<file path="config.mk">
export PLATFORM = sky130hd
export DESIGN_NAME = add_seq_ctrl
export DESIGN_NICKNAME = d
export VERILOG_FILES = /design/src/rtl/add_seq_ctrl_pkg.sv /design/src/rtl/add_seq_ctrl_add4pg.sv /design/src/rtl/add_seq_ctrl.sv
export SDC_FILE = /design/constraint.sdc
export NUM_CORES = 1
export LEC_CHECK = 0
export ABC_AREA = 1
export CORE_MARGIN = 2
export CORE_UTILIZATION = 55
export CTS_BUF_LIST = sky130_fd_sc_hd__clkbuf_16
export CTS_CLUSTER_DIAMETER = 100
export DETAILED_ROUTE_END_ITERATION = 8
export GPL_TIMING_DRIVEN = 0
export PLACE_DENSITY = 0.82
export SLEW_MARGIN = 20
export SYNTH_ARGS = -nofsm -noshare
export SYNTH_HDL_FRONTEND = slang
export SYNTH_SLANG_ARGS = --single-unit
</file>
<file path="constraint.sdc">
create_clock -name clk -period 11.15 [get_ports clk]
set_clock_uncertainty 0.1 [all_clocks]
set_input_delay 2.7875 -clock clk [delete_from_list [all_inputs] [get_ports clk]]
set_output_delay 2.7875 -clock clk [all_outputs]
set_load 0.05 [all_outputs]
</file>
<file path="src/rtl/add_seq_ctrl_pkg.sv">
// Shared adder definitions: nibble slice width and controller state encodings.
// Imported by add_seq_ctrl and by the add4pg nibble slice.
`ifndef ADD_SEQ_CTRL_PKG_SV
`define ADD_SEQ_CTRL_PKG_SV
package add_seq_ctrl_pkg;

  localparam int NIB_W = 4;

  typedef enum logic [1:0] {
    ST_IDLE = 2'd0,
    ST_RUN  = 2'd1,
    ST_DONE = 2'd2
  } state_e;

endpackage
`endif

</file>
<file path="src/rtl/add_seq_ctrl_add4pg.sv">
// add4pg: 4-bit adder slice with group generate/propagate.
//   a, b  : nibble operands
//   cin   : carry into bit 0
//   s     : nibble sum
//   gg    : group generate (carry out regardless of cin)
//   pg    : group propagate (carry out equals cin)
module add4pg
  import add_seq_ctrl_pkg::*;
(
  input  logic [NIB_W-1:0] a,
  input  logic [NIB_W-1:0] b,
  input  logic             cin,
  output logic [NIB_W-1:0] s,
  output logic             gg,
  output logic             pg
);

  logic [NIB_W-1:0] g, p;
  logic [NIB_W:0]   c;

  assign g = a & b;
  assign p = a ^ b;

  always_comb begin
    c[0] = cin;
    for (int i = 0; i < NIB_W; i++) c[i+1] = g[i] | (p[i] & c[i]);
  end

  assign s  = p ^ c[NIB_W-1:0];
  assign gg = g[3] | (p[3] & g[2]) | (p[3] & p[2] & g[1]) | (p[3] & p[2] & p[1] & g[0]);
  assign pg = &p;

endmodule

</file>
<file path="src/rtl/add_seq_ctrl.sv">
// add_seq_ctrl: nibble-serial add/subtract controller.
// Accepts an operand pair on in_valid/in_ready, runs one nibble per cycle
// through a single add4pg slice, then presents sum/cout/ovf/zero with
// out_valid until out_ready.
//   clk, rst_n        : clock, synchronous active-low reset
//   flush             : abort any operation in flight
//   in_valid/in_ready : request handshake; a, b, sub are the request
//   out_valid/out_ready : result handshake; sum, cout, ovf, zero are the result
module add_seq_ctrl
  import add_seq_ctrl_pkg::*;
#(
  parameter int WIDTH = 32
) (
  input  logic             clk,
  input  logic             rst_n,
  input  logic             flush,
  input  logic             in_valid,
  output logic             in_ready,
  input  logic [WIDTH-1:0] a,
  input  logic [WIDTH-1:0] b,
  input  logic             sub,
  output logic             out_valid,
  input  logic             out_ready,
  output logic [WIDTH-1:0] sum,
  output logic             cout,
  output logic             ovf,
  output logic             zero
);

  localparam int N    = WIDTH / NIB_W;
  localparam int IDXW = $clog2(N);
  localparam logic [IDXW-1:0] LAST = IDXW'(N - 1);

  state_e           state_q, state_d;
  logic [IDXW-1:0]  idx_q;
  logic             carry_q;
  logic [WIDTH-1:0] a_q, b_q, work_q;
  logic [WIDTH-1:0] sum_q;
  logic             cout_q, ovf_q, zero_q;

  logic [NIB_W-1:0] s4;
  logic             gg, pg, c_nxt;
  logic [WIDTH-1:0] res_d;
  logic             accept, run, last;

  add4pg u_slice (
    .a   (a_q[idx_q*NIB_W +: NIB_W]),
    .b   (b_q[idx_q*NIB_W +: NIB_W]),
    .cin (carry_q),
    .s   (s4),
    .gg  (gg),
    .pg  (pg)
  );

  assign c_nxt  = gg | (pg & carry_q);
  assign accept = (state_q == ST_IDLE) && in_valid && !flush;
  assign run    = (state_q == ST_RUN) && !flush;
  assign last   = (idx_q == LAST);

  // Working result with the current nibble merged in; on the last nibble
  // this is the complete sum, so flags are derived from it directly.
  always_comb begin
    res_d = work_q;
    res_d[idx_q*NIB_W +: NIB_W] = s4;
  end

  always_comb begin
    state_d = state_q;
    unique case (state_q)
      ST_IDLE: if (in_valid)  state_d = ST_RUN;
      ST_RUN:  if (last)      state_d = ST_DONE;
      ST_DONE: if (out_ready) state_d = ST_IDLE;
      default:                state_d = ST_IDLE;
    endcase
    if (flush) state_d = ST_IDLE;
  end

  always_ff @(posedge clk) begin
    if (!rst_n) begin
      state_q <= ST_IDLE;
      idx_q   <= '0;
      carry_q <= 1'b0;
      sum_q   <= '0;
      cout_q  <= 1'b0;
      ovf_q   <= 1'b0;
      zero_q  <= 1'b0;
    end else begin
      state_q <= state_d;
      if (flush) begin
        idx_q <= '0;
      end else if (accept) begin
        a_q     <= a;
        b_q     <= sub ? ~b : b;
        carry_q <= sub;        // +1 completes the two's complement of b
        idx_q   <= '0;
      end else if (run) begin
        work_q  <= res_d;
        carry_q <= c_nxt;
        idx_q   <= last ? '0 : idx_q + 1'b1;
        if (last) begin
          sum_q  <= res_d;
          cout_q <= c_nxt;
          ovf_q  <= (a_q[WIDTH-1] == b_q[WIDTH-1]) && (res_d[WIDTH-1] != a_q[WIDTH-1]);
          zero_q <= (res_d == '0);
        end
      end
    end
  end

  assign in_ready  = (state_q == ST_IDLE);
  assign out_valid = (state_q == ST_DONE);
  assign sum       = sum_q;
  assign cout      = cout_q;
  assign ovf       = ovf_q;
  assign zero      = zero_q;

endmodule

</file>
==> results of run 1 <==
-- registers in the layout, summed over array words and instances (netlist names) --
signal,flops
a_q,32
b_q,32
carry_q,1
cout,1
idx_q,3
ovf,1
state_q,2
sum,32
work_q,32
zero,1
-- power by group through the flow --
stage	registers, mW	clock network [mW]	logic [mW]
3_3_place_gp	0.569	0	0.0692
6_report	0.558	0.483	0.0753
5_1_grt	0.559	0.503	0.0818
2_1_floorplan	0.569	0	0.0339
4_1_cts	0.558	0.485	0.0750
3_5_place_dp	0.569	0	0.0746
-- per-stage QoR --
stage          utilization  cell area, um2
2_1_floorplan            -            6570
3_3_place_gp         0.677            7800
3_5_place_dp         0.685            7890
4_1_cts              0.729            8400
5_1_grt              0.729            8400
6_report             0.729            8400
-- worst paths after layout --
| kind | endpoint |
|---|---|
| max | b_q[2] |
| min | zero |
| max reg2reg | zero |
| min reg2reg | zero |
-- area by class of cell --
class / instances / area, um2 / area share
multi-input combinational: 429 / 2260 / 0.269
sequential: 137 / 3700 / 0.441
inverter: 127 / 477 / 0.0568
clock buffer: 18 / 450 / 0.0536
timing repair buffer: 108 / 1130 / 0.134
tap: 143 / 179 / 0.0213
clock inverter: 14 / 55.1 / 0.00656
buffer: 28 / 145 / 0.0173
-- cells in the final DEF (no fill, tap or decap) --
cell type	synthesis	layout
nor3_1	3	3
ha_1	11	11
nand2_1	160	160
buf_2	11	11
clkdlybuf4s50_1	0	105
inv_2	1	1
buf_4	1	1
o41ai_1	1	1
nand4_1	1	1
inv_1	126	134
nand2_4	3	3
nor2_4	0	2
nor2_1	81	79
o21bai_1	2	2
buf_12	0	1
nand3_1	27	27
buf_16	0	2
a211oi_1	1	1
clkinv_2	0	2
xor2_1	32	32
fa_1	3	3
clkbuf_1	13	13
edfxtp_1	96	96
o22ai_1	10	10
nor2_2	1	1
nor2_8	1	1
clkinv_1	0	4
clkbuf_16	0	18
dfxtp_1	41	41
a31oi_1	4	4
o211ai_1	33	33
buf_6	3	3
nand3_2	1	1
o21ai_0	43	43
a21oi_1	11	11
-- critical path, stage by stage --
cell	delay (ps)
clkdlybuf4s50_1	580
inv_1	220
nor2_1	170
inv_1	110
nor2_4	320
buf_16	230
buf_12	210
-- layer usage --
metal,up-vias,share of wire
li1,2581,-
met1,2472,0.41
met5,-,0
met4,0,0.022
met3,33,0.080
met2,233,0.49
-- cells by family (layout without fill, tap and decap cells) --
kind of cell	Yosys count	count (layout)	synth area share
xor+xnor	32	32	0.0427
fa+ha+maj	14	14	0.0301
flops	137	137	0.564
compound gates	105	105	0.0969
simple gates	278	278	0.172
buf+inv	155	295	0.0946
==> impl_results.md, run 1 <==
* Setup crit end kind: flip-flop
* Clock power frac at 0.433
* Crit path launch: rst_n
* Met1 Resource Use GR at 0.345
* Congestion Overflow GR at 0
* Tcrit/Tclk final at 0.416
* Fin cells at approximately 1,000
* Combinational fraction of design power at 0.067
* Synth Instances at between 700 and 800
* Drt via density at between 5 and 6
* Synth top area share at 0.439
* Busiest grt layer: met2
* Syn Nets at approximately 810
* Worst Setup Path Type: in2reg
* Wire per inst at around 16 um
* Max-slew headroom at 0.576
* H-Tree Depth at 4
* Switching Fraction at 0.214
* Final HPWL DP at 12.1 mm
* Hold path depth at 2
* FF+latch count, synth at roughly 140
* Lkg Pwr at ~3.7 nW
* Arr. time, crit path at 4660 ps
* Count leader, synth: nand2_1
* Int Pwr at slightly below 0.9 mW
* Later-pin clock latency in the skew report at 420 ps
* FMAX at 215 MHz
* Final WS setup at 6510 ps
* NetSw at between 0.2 and 0.25 mW
* HP Class: reg2reg
* Final Max Slew Viols at 0
* Max VDD drop at 0.104 mV
* # Post-CTS Setup Buffers at 0
* Row count at 39
* Full die area at between 0.01 and 0.015 mm2
* Port bufs at ~110
* I/O pins at 107
* Commonest cells post-synth: nand2_1, inv_1, edfxtp_1, nor2_1, o21ai_0
* FF-to-FF Start: idx_q[0]
* Vias in the first global route at ~5,300
* Register-to-register setup slack at 6560 ps
* Inst Count DP at 972
* NumNets Final at 932
* P&R area growth vs syn at 27.8%
* Share of cells above drive strength 1 at 0.0546
* Netlist cell types at 28
* Syn. warnings at 0
* Worst Path Required at approximately 11,000 ps
* Async SR Flop Fraction at 0
* Status: finished, final reports clean
* RSZ-0062 raised after global routing: false
* Filler cells at 830
* CTS sink cnt at ~140
* Number of flops mapped to enable cells by yosys at 96
* Ranking of synthesized cells by area: edfxtp_1, dfxtp_1, nand2_1
* Largest area contributor in the netlist: edfxtp_1
* First-pass GRT wire length at 25.9 mm
* Power consumption at around 1.1 mW
* Hold slack at 389 ps
* Cell Pwr Density at between 100 and 150 mW/mm2
* Pin count of the biggest net entering global routing at 31
* CP max FO at 30
* Max-cap violations at 0
* DR pass1 iterations at 5
* Hold Fails Final Rpt at 0
* Initial core utilization at 0.571
* Reg power frac at 0.500
* Mapped Area at approximately 0.0066 mm2
* Setup TNS at 0 ps
* Avg Cell Area, Syn at approximately 9.1 um2
* Ant diodes at 0
* Max Root-Sink Buffers at 2
* Main synth FF type: edfxtp_1
* Final WL at roughly 16 mm
* Cts repair resizes at 0
* Hold_buf cts at 0
* Via count at roughly 5,300
* Endpoints failing setup at 0
* Total GRT Usage at 0.264
* Core area at ~0.012 mm2
* Worst-margin pin slew at 636 ps
* Sequential area share after synthesis at 0.564
* CTS tree: yes
* Tmin final at ~4600 ps
* Place WS at between 6000 and 7000 ps
* Worst Setup Start Kind: primary input
* M3 GR Usage at 0.0493
* Drt first-iter violations at ~460
* Post-route ant nets at 0
* Die width at 113 um
* CTS clk-pin slew, worst paths at roughly 60 ps
* Initial antenna violation count at 0
* # DRC at 0
* CTS Root Buffer Type: clkbuf_16
* Met2 usage in global routing at 0.440
* Die height at ~110 um
* Cts bufs inserted at 17
* R2R cell count at 22
* HP Start: zero
* GPL Wtd Cong at approximately 0.88
Note: power is estimated with default switching activity, not from simulation.
==> run 2, diff against run 1 <==
CORE_UTILIZATION = 54   (was 55)
PLACE_DENSITY = 0.81   (was 0.82)
clock period = 4.35 ns   (was 11.15 ns; I/O delays follow)
==> impl_results.md, run 2 (synthesized netlist as in run 1, its figures left out) <==
* Post-route ant nets at 0
* FMAX at between 200 and 250 MHz
* P&R area growth vs syn at 28.6%
* Final Max Slew Viols at 0
* Via count at approximately 5,400
* I/O pins at 107
* Hold Fails Final Rpt at 0
* Most frequent cells in the layout: nand2_1, inv_1, clkdlybuf4s50_1
* Inst Count DP at 976
* Drt first-iter violations at 424
* Core area at approximately 0.012 mm2
* Worst Path Required at roughly 4600 ps
* Row count at 40
* Setup TNS at 0 ps
* Port bufs at 105
* CTS clk-pin slew, worst paths at 60 ps
* Initial core utilization at 0.549
* Setup crit end kind: flip-flop
* Share of cells above drive strength 1 at 0.0790
* Congestion Overflow GR at 0
* Initial antenna violation count at 0
* Endpoints failing setup at 0
* Wire per inst at between 15 and 20 um
* # DRC at 0
* GPL Wtd Cong at about 0.92
* CTS sink cnt at around 140
* Ant diodes at 0
* Hold slack at approximately 390 ps
* Max-cap violations at 0
* Arr. time, crit path at approximately 4300 ps
* HP Class: reg2reg
* Post-route cell area at 0.00845 mm2
* Final WL at 17.1 mm
* Full die area at between 0.01 and 0.015 mm2
* Max VDD drop at 0.265 mV
* Drt via density at around 5.3
* CTS Root Buffer Type: clkbuf_16
* Cts bufs inserted at 17
* H-Tree Depth at 4
* NetSw at 0.657 mW
* Lkg Pwr at roughly 3.7 nW
* Die height at around 110 um
* First-pass GRT wire length at roughly 27 mm
* Fin util at 0.707
* Final HPWL DP at approximately 12 mm
* Worst Setup Start Kind: flip-flop
* DR pass1 iterations at 8
* Status: finished, final reports clean
* NumNets Final at between 900 and 1,000
* Filler cells at between 800 and 900
* Later-pin clock latency in the skew report at 430 ps
* Reg power frac at 0.485
* Die width at between 100 and 150 um
* Switching Fraction at 0.223
* Worst-margin pin slew at 645 ps
* Cell Pwr Density at 349 mW/mm2
* Total GRT Usage at 0.279
* Combinational fraction of design power at 0.067
* Commonest non-fill, non-tap cell in the layout: nand2_1
* Tmin final at between 4000 and 5000 ps
* Clock power frac at 0.447
* Post-Place Cell Area at slightly below 0.008 mm2
* Pin count of the biggest net entering global routing at 32
* Fin cells at between 1,000 and 1,500
* Worst Setup Path Type: reg2reg
* CTS tree: yes
* Int Pwr at approximately 2.3 mW
* CP max FO at 10
* Max Root-Sink Buffers at 2
* Vias in the first global route at roughly 5,500
* Tcrit/Tclk final at 0.929
* Max-slew headroom at 0.570
-- run 2: changes by cell type in the layout (fill, tap and decap cells not counted), sizes merged --
| cell | before | now |
|---|---|---|
| clkbuf | 31 | 29 |
| clkinvlp | 0 | 2 |
| clkinv | 6 | 10 |
| inv | 135 | 129 |
| bufinv | 0 | 1 |
| buf | 18 | 19 |
-- run 2: per-stage QoR --
stage	power, mW	worst slack, ps
floorplan	1.54	805
global placement	1.64	-433
detailed placement	1.65	-250
CTS	2.95	6.51
global route	3.03	-3.91
finish	2.95	311
-- run 2: metal layers --
metal	global-route usage	routed length, um	vias to the layer above
li1	-	-	2583
met1	0.362	7240	2536
met2	0.451	8400	226
met3	0.0630	1080	36
met4	0.121	405	0
met5	0	0	-
-- run 2: path summary, 6_finish.rpt --
kind / startpoint / endpoint / slack (ps) / cells after the start
worst max-delay path: idx_q[1] / zero / 310 / 22
worst min-delay path: zero / zero / 390 / 2
worst max register to register: idx_q[1] / zero / 310 / 22
worst min register to register: zero / zero / 390 / 2
-- run 2: cell type report --
| cell class | instances | area, um2 | area share |
|---|---|---|---|
| buffer | 27 | 156 | 0.0185 |
| inverter | 127 | 480 | 0.0568 |
| tap | 147 | 184 | 0.0218 |
| clock buffer | 17 | 425 | 0.0503 |
| sequential | 137 | 3700 | 0.438 |
| clock inverter | 15 | 110 | 0.0130 |
| multi-input combinational | 429 | 2270 | 0.269 |
| timing repair buffer | 109 | 1120 | 0.132 |
-- run 2: worst max-delay path, cell delays in order (launching register included) --
cell	delay [ps]
dfxtp_1	410
buf_4	260
buf_2	280
o21ai_0	140
o22ai_1	180
nor2_1	80
a31oi_2	250
fa_1	200
inv_1	50
fa_1	380
inv_1	80
fa_1	480
nand2_1	110
inv_1	40
nand2_1	90
nand3_1	100
nand2_1	110
nand2_1	60
nor2_1	80
nand2_1	60
nor2_1	130
nand3_1	130
a21oi_1	150
-- run 2: what timing repair did --
action / CTS / global route
endpoints found under the setup margin: 1 / 2
setup buffers: 0 / 1
endpoints found under the hold margin: 0 / 0
gates resized for setup: 6 / 14
hold buffers: 0 / 0
-- run 2: power groups by stage --
stage	Combinational [mW]	Sequential [mW]	Clock, mW
floorplan	0.0873	1.46	0
global placement	0.183	1.46	0
global route	0.216	1.43	1.38
CTS	0.197	1.43	1.33
detailed placement	0.195	1.46	0
finish	0.199	1.43	1.32
==> run 3, diff against run 2 <==
CORE_UTILIZATION = 30   (was 54)
PLACE_DENSITY = 0.5   (was 0.81)
==> impl_results.md, run 3 (synthesized netlist as in run 1, its figures left out) <==
* Worst path slowest cell: fa_1
* Tcrit/Tclk final at 0.932
* Setup TNS at 0 ps
* Initial core utilization at 0.303
* Crit path launch: idx_q[1]
* Final WS setup at 296 ps
* Switching Fraction at 0.219
* Hold Fails Final Rpt at 0
* Final WL at around 17 mm
* Max-slew headroom at 0.615
* Row count at between 50 and 60
* I/O pins at between 100 and 150
* NetSw at ~0.68 mW
* CP max FO at 11
* Wire per inst at about 15 um
* DR pass1 iterations at 4
* Post-route cell area at 0.00871 mm2
* Vias in the first global route at just over 5,000
* RSZ-0062 raised after global routing: false
* Via count at 5,041
* Pin count of the biggest net entering global routing at 28
* Worst-margin pin slew at between 500 and 600 ps
* Max Root-Sink Buffers at 2
* Slowest stage delay, CP at approximately 480 ps
* Cts bufs inserted at 17
* First-pass GRT wire length at about 27 mm
* Clock power frac at 0.476
* Reg power frac at 0.461
* Post-route ant nets at 0
* Place WS at -278 ps
* Power consumption at 3.10 mW
* Worst Path Required at 4600 ps
* Cell Pwr Density at ~360 mW/mm2
* Core area at between 0.02 and 0.025 mm2
* Max VDD drop at between 0.2 and 0.25 mV
* Share of cells above drive strength 1 at 0.0824
* Setup crit end kind: flip-flop
* P&R area growth vs syn at 32.6%
* # DRC at 0
* Filler cells at around 2,100
* HP Start: zero
* Combinational fraction of design power at 0.063
* Later-pin clock latency in the skew report at 430 ps
* Full die area at roughly 0.023 mm2
* CTS Root Buffer Type: clkbuf_16
* CTS clk-pin slew, worst paths at 60 ps
* Final Max Slew Viols at 0
* CTS sink cnt at between 100 and 150
* Max-cap violations at 0
* Worst Setup Start Kind: flip-flop
* H-Tree Depth at 4
* GPL Wtd Cong at about 0.85
* CTS tree: yes
* Status: finished, final reports clean
* HP Class: reg2reg
* Total GRT Usage at 0.152
* Drt via density at 4.41
* Arr. time, crit path at roughly 4300 ps
* Int Pwr at roughly 2.4 mW
* Critical-path cell list: buf_4, clkinvlp_4, clkbuf_4, nor2_1, o21ai_1, a31oi_2, fa_1, inv_1, fa_1, inv_1, fa_1, nand2_1, inv_1, nand2_1, nand3_1, nand2_1, nand2_1, nor2_1, nand2_1, nor2_1, nand3_1, a21oi_1
* Initial antenna violation count at 0
* Ant diodes at 0
* CP most frequent cell: nand2_1
* Lkg Pwr at ~3.7 nW
* Final HPWL DP at 12.4 mm
* Post-Place Cell Area at about 0.008 mm2
* FMAX at 247 MHz
* Endpoints failing setup at 0
* Worst Setup Path Type: reg2reg
* Port bufs at roughly 110
* NumNets Final at 934
* FF-to-FF Start: idx_q[1]
* Congestion Overflow GR at 0
* Tmin final at 4050 ps
* Drt first-iter violations at roughly 300
* Commonest non-fill, non-tap cell in the layout: nand2_1
* Most frequent cells in the layout: nand2_1, inv_1, clkdlybuf4s50_1
* Die width at 152 um
* Die height at 152 um
## run 3: changes by cell type in the layout (fill, tap and decap cells not counted), moves of 2 or more
| cell | previous run | this run |
|---|---|---|
| clkinv_2 | 7 | 3 |
| inv_6 | 0 | 4 |
| clkbuf_4 | 3 | 6 |
| buf_2 | 11 | 9 |
| buf_4 | 2 | 4 |
| bufinv_16 | 1 | 3 |
| clkinvlp_4 | 2 | 4 |
## run 3: worst paths after layout
check / end / slack, ps / cells past startpoint
max reg2reg: zero / 300 / 22
min reg2reg: zero / 380 / 2
min: zero / 380 / 2
max: zero / 300 / 22
## run 3: critical path, delay by kind of cell, from the launching register on
kind	cells	cell delay [ps]
AND/OR/NAND/NOR	10	1070
adder cells (fa/ha/maj)	3	1050
buffers and inverters	6	860
AO/OA/AOI/OAI	3	530
flip-flops	1	380
## run 3: metal layers
metal / wire, um / part of all wire / global-route usage / vias to the layer above
met5: 0 / 0 / 0 / -
met4: 332 / 0.020 / 0.0574 / 0
met3: 592 / 0.035 / 0.0288 / 25
met2: 7650 / 0.45 / 0.244 / 104
met1: 8270 / 0.49 / 0.203 / 2313
li1: - / - / - / 2599
## run 3: power by group through the flow
stage | Combinational (mW) | Sequential [mW] | Clock, mW
after floorplan | 0.0873 | 1.46 | 0
after global placement | 0.188 | 1.46 | 0
after detailed placement | 0.196 | 1.46 | 0
after CTS | 0.197 | 1.43 | 1.50
after global routing | 0.216 | 1.43 | 1.55
final | 0.194 | 1.43 | 1.48
## run 3: stage by stage
stage	cells	util	hold WS, ps
finish	1142	0.402	378
global route	1142	0.402	404
CTS	1140	0.400	386
detailed placement	1109	0.371	378
global placement	1106	0.368	377
floorplan	721	-	367
## run 3: area by class of cell
cell class	instances	area, um2	share of cell area
flip-flops and latches	137	3700	0.425
multi-input cells	429	2270	0.261
repair buffers	111	1140	0.131
inverters	127	483	0.0554
clock buffers	17	425	0.0488
well taps	280	350	0.0402
clock inverters	14	171	0.0197
plain buffers	27	164	0.0188
## run 3: repair_timing
| action | in CTS | in global routing |
|---|---|---|
| setup buffers | 0 | 3 |
| hold buffers | 0 | 0 |
| pin swaps | 0 | 1 |
| setup endpoints to repair | 2 | 2 |
| resized for setup | 7 | 18 |
